File: src/rtl/countdown_counter.sv
// countdown_counter: start-triggered down-counter.
// An accepted start in IDLE loads q with LOAD_VAL; q then decrements once per
// clock and the block returns to IDLE (ready=1) on the edge that takes q to 0.
// Optional feature macro: COUNTER_RETRIGGER_EN (start during COUNT reloads q).
module countdown_counter #(
    parameter int WIDTH    = 5,
    parameter int LOAD_VAL = 2**WIDTH - 1
) (
    input  logic             clk,
    input  logic             rst,
    input  logic             start,
    output logic             ready,
    output logic [WIDTH-1:0] q
);

    localparam logic [WIDTH-1:0] LP_LOAD = WIDTH'(LOAD_VAL);
    localparam logic [WIDTH-1:0] LP_ONE  = WIDTH'(1);

    typedef enum logic {
        S_IDLE  = 1'b0,
        S_COUNT = 1'b1
    } state_t;

    state_t           r_state;
    state_t           w_state_nxt;
    logic [WIDTH-1:0] r_q;
    logic [WIDTH-1:0] w_q_nxt;

    // State and count registers; reset forces IDLE with a zero count.
    always_ff @(posedge clk or posedge rst) begin
        if (rst) begin
            r_state <= S_IDLE;
            r_q     <= '0;
        end else begin
            r_state <= w_state_nxt;
            r_q     <= w_q_nxt;
        end
    end

    // Next-state and next-count decode; the count leaves COUNT on the q==1 edge.
    always_comb begin
        w_state_nxt = r_state;
        w_q_nxt     = r_q;
        case (r_state)
            S_IDLE: begin
                if (start) begin
                    w_q_nxt     = LP_LOAD;
                    w_state_nxt = S_COUNT;
                end else begin
                    w_q_nxt = '0;
                end
            end
            S_COUNT: begin
`ifdef COUNTER_RETRIGGER_EN
                if (start) begin
                    w_q_nxt = LP_LOAD;
                end else
`endif
                if (r_q > LP_ONE) begin
                    w_q_nxt = r_q - LP_ONE;
                end else begin
                    w_q_nxt     = '0;
                    w_state_nxt = S_IDLE;
                end
            end
            default: begin
                w_q_nxt     = '0;
                w_state_nxt = S_IDLE;
            end
        endcase
    end

    // Outputs come straight from the registers; no path from start.
    assign ready = (r_state == S_IDLE);
    assign q     = r_q;

endmodule

File: config.mk
export PLATFORM = sky130hd
export DESIGN_NAME = countdown_counter
export DESIGN_NICKNAME = d
export VERILOG_FILES = /design/src/rtl/countdown_counter.sv
export SDC_FILE = /design/constraint.sdc
export NUM_CORES = 1
export LEC_CHECK = 0
export CAP_MARGIN = 25
export CORE_AREA = 2 2 39 41
export CTS_CLUSTER_DIAMETER = 200
export CTS_CLUSTER_SIZE = 30
export DETAILED_ROUTE_END_ITERATION = 6
export DIE_AREA = 0 0 41 43
export PLACE_DENSITY = 0.44
export SYNTH_ARGS = -nofsm -noshare
export SYNTH_HDL_FRONTEND = slang
export SYNTH_SLANG_ARGS = --single-unit
File: constraint.sdc
create_clock -name clk -period 1.5 [get_ports clk]
set_clock_uncertainty 0.15 [all_clocks]
set_input_delay 0.225 -clock clk [delete_from_list [all_inputs] [get_ports clk]]
set_output_delay 0.225 -clock clk [all_outputs]
set_load 0.05 [all_outputs]
# Word level (Yosys, flattened, before mapping)
# Index checks and enable logic that the tools add are counted.
# W data, S select, Z words.
[op_classes] add_sub_neg=1 order_cmp=1 n_mux=6 bitwise_logic=1
[ops] operator="$mux W5" count=2
[ops] operator="$pmux W5 S2" count=1
[ops] operator="$gt A5 B1 Y1 const B" count=1
[ops] operator="$sub A5 B1 Y5 const B" count=1
[ops] operator="$mux W1" count=2
[ops] operator="$pmux W1 S2" count=1
[ops] operator="$not A1 Y1" count=1
[totals] reg_bits=6 in_bits=3 elab_cells=11

# Longest topological paths before layout
[depth] depth_word=3 depth_mapped=5 ltp_nobuf=5

# Worst setup path after synthesis
# No wires, ideal clock.
[synth_timing] path_kind="register -> register" from="register r_q[0] (netlist: q[0])" to="register r_q[0] (netlist: q[0])" t_arrival_ns=1.396 setup_slack_ns=-0.196 stages_incl_launch_ff=5 path_buffers=0 synth_period_minus_slack_ns=1.696 path_cell_list="dfrtp_1 ha_1 o21ba_2 o41ai_2 o21ai_0"
[synth_between] elab_chain_len=3 word_cells_on_any_way=4 cone_classes="add/sub (1); order compare (1); mux (2)"
[synth_lines] element="start, declared" line="26" rtl="logic [WIDTH-1:0] r_q;"
[synth_lines] element="start signal, assigned" line="36" rtl="r_q <= w_q_nxt;"
[synth_lines] element="$sub A5 B1 Y5 or $gt A5 B1 Y1 (tied branches)" line="60, 59"
[synth_lines] element="$mux W5 *" line="59" rtl="if (r_q > LP_ONE) begin"
[synth_lines] element="$pmux W5 S2 *" line="44" rtl="case (r_state)"
[synth_lines] element="net w_q_nxt[0]" line="27" rtl="logic [WIDTH-1:0] w_q_nxt;"
# Mark *: on every way through the listed nets, which the timed path passes. The rest lies on a longest branch.

# Worst setup path after layout
[layout_timing] from="register r_q[1] (netlist: q[1])" to="register r_q[2] (netlist: q[2])"
# Same word-level chain as after synthesis.

==> results.py <==
metrics = {
    "drt": {
        "post_drt_wl_per_cell_um": 11.5,
        "vias_per_cell": 4.60,
        "vias": 276,
        "drtIter0Drc": 9,
        "drc_errors": 0,
        "ant_nets": 0,
        "routed_wl_um": 691,
        "drtPass1Iterations": 2,
    },
    "layout": {
        "fill_cells": 143,
        "multi_input_area_um2": 166,
        "antennaDiodeCount": 0,
        "regArea_um2": 153,
        "drive_gt1_share_pct": 43.2,
        "nets": 50,
        "syn2layout_area_growth_pct": 72.9,
        "fin_util_pct": 39.2,
    },
    "cts": {
        "cts.clk_slew.worst_paths_ns": 0.05,
        "worstSkewPairLatency_ns": 0.25,
        "cts_tree": "done",
        "root_buffer": "clkbuf_4",
        "clock_sinks": 6,
        "cts_buffers": 3,
        "cts_hold_buf": 0,
        "cts_buffer_depth": 2,
        "h-tree-depth": 1,
    },
    "synthesis": {
        "syn-num-nets": 34,
        "synth_ff_type": "dfrtp_1",
        "synthTopCellsByCount": "dfrtp_1 (6), inv_1 (4), o21ai_0 (3)",
        "synth_edf_count": 0,
        "synth_cell_types": 17,
        "yosysWarnings": 0,
        "yosys-top-cells-area": "dfrtp_1 (48%), ha_1 (8.0%), o41ai_2 (5.2%), o21ai_0 (4.8%), inv_1 (4.8%)",
        "postSynthCellCount": 29,
        "syn_area_um2": 314,
        "syn_area_per_cell_um2": 10.8,
        "async_reset_ff_share_pct": 100,
        "ys_seq_elements": 6,
        "synth_seq_area_share_pct": 47.8,
        "yosysMostFrequentCell": "dfrtp_1",
        "netlist.area_leader.share_pct": 47.8,
        "yosys.area.top_type": "dfrtp_1",
    },
    "critical_path": {
        "start_kind": "flop",
        "cp_top_family": "compound AO/OA/AOI/OAI gates",
        "cp_slowest_cell": "dfrtp_2",
        "worstPathRequired_ns": 1.48,
        "crit_type": "flop to flop",
        "path_max_fanout": 4,
        "cp_cell_sequence": "inv_2, ha_1, o21ba_4, o41ai_4, o21ai_1",
        "critPathBufInv": 1,
        "cp_data_arrival_time_ns": 1.42,
        "end_kind": "flop",
        "cpPeakStageDelay_ns": 0.44,
    },
    "placement": {
        "dp_slack_ns": 0.0331,
        "gp_congestion": 0.774,
        "dpl.hpwl_um": 525,
        "io_buffers": 8,
    },
    "global_route": {
        "grt_pass1_wl_mm": 1.15,
        "grtUsageTotal_pct": 10.3,
        "grt-ovfl-total": 0,
        "grt_pass1_vias": 257,
        "grt_max_degree": 7,
        "grt_antenna_before_repair": 0,
    },
    "sta": {
        "rsz0062_at_grt": "true",
        "slew_violations": 0,
        "setup-tns-final_ns": 0,
        "layout_setup_ws_ns": 0.0602,
        "max_slew_margin_pct": 78.0,
        "setup_viol": 0,
        "finalCriticalPeriod_ns": 1.44,
        "finalHoldViolCount": 0,
        "clock.fmax_ghz": 0.695,
        "tightest_slew_ns": 0.330,
        "min_period_over_period_pct": 96.0,
    },
    "floorplan": {
        "fp.coreArea_mm2": 0.00138,
        "dieHeight_um": 43,
        "pin_count": 9,
        "dieArea_mm2": 0.00176,
        "dieWidth_um": 41,
        "rows": 14,
        "start_util_pct": 22.7,
    },
    "run_status": {
        "outcome": "finished, final reports clean",
    },
    "min_path": {
        "hold_class": "primary input to async pin",
    },
    "job": {
        "cap_violations": 0,
    },
}
-- cells by family (layout without fill, tap and decap cells) --
logic type / after synthesis / count (layout) / share of synthesized area (%)
XOR/XNOR: 1 / 1 / 2.79
AND/OR/NAND/NOR: 6 / 6 / 11.6
adder cells (fa/ha/maj): 2 / 2 / 7.97
flip-flops: 6 / 6 / 47.8
AO/OA/AOI/OAI: 10 / 10 / 25.1
buffers and inverters: 4 / 19 / 4.78
-- layer usage --
metal  vias up  GRT usage [%]  part of all wire [%]
li1        136              -                     -
met1       130           12.2                    44
met2         8           13.4                    47
met3         2           3.66                   5.8
met4         0           10.0                   3.2
met5         -              0                     0
-- worst register-to-register path, delay by kind of cell (launching register included) --
kind,cells,cell delay (ns)
AOI/OAI and AO/OA,3,0.53
DFF,1,0.44
adders and majority gates,1,0.13
buffers and inverters,1,0.07
-- worst paths after layout --
kind	depth (start not counted)	slack, ns	to	from
max	5	0.06	q[2]	q[1]
min	2	0.04	q[2]	rst
max reg2reg	5	0.06	q[2]	q[1]
min reg2reg	1	0.47	r_state	r_state
max in group asynchronous	2	0.95	q[0]	rst
min in group clk	3	0.45	q[1]	start
-- layout make-up --
class                   instances  share of cell area [%]
multi-input cells              19                    30.6
repair buffers                 11                    30.0
well taps                      16                    3.69
inverters                       4                    2.76
flip-flops and latches          6                    28.1
clock buffers                   4                    4.84
-- stage by stage --
stage          std cells  hold slack [ns]  instance area [µm²]
3_3_place_gp          54            0.305                  484
4_1_cts               58           0.0351                  510
2_1_floorplan         29           -0.134                  317
5_1_grt               60           0.0609                  543
6_report              60           0.0380                  543
3_5_place_dp          54            0.311                  484
-- registers in the layout, indices dropped and copies added (netlist names) --
name,cells
r_state,1
q,5
-- placed cells by master (no fill, tap or decap) --
master | netlist | final
o21ai_1 | 0 | 2
dfrtp_2 | 0 | 2
buf_4 | 0 | 3
nor3_2 | 1 | 1
inv_2 | 0 | 1
a311oi_1 | 1 | 1
o21ba_4 | 0 | 1
nor2_1 | 2 | 2
a211oi_1 | 1 | 1
xnor2_1 | 1 | 1
nor4_1 | 1 | 1
a31oi_1 | 1 | 1
o21ai_0 | 3 | 1
nand2_1 | 1 | 1
buf_12 | 0 | 6
inv_1 | 4 | 3
a21bo_2 | 1 | 1
o41ai_4 | 0 | 1
clkdlybuf4s50_1 | 0 | 2
dfrtp_1 | 6 | 4
clkbuf_4 | 0 | 3
a21oi_1 | 1 | 1
nand4b_1 | 1 | 1
clkbuf_1 | 0 | 1
ha_1 | 2 | 2
-- repair_timing --
action / 4_1_cts / 5_1_grt
setup buffers: 0 / 2
setup endpoints to repair: 0 / 4
gates resized for setup: 0 / 4
Power is left out: the tool's default activity adds up to more than one toggle a clock period on the data nets, which glitch-free logic cannot reach.
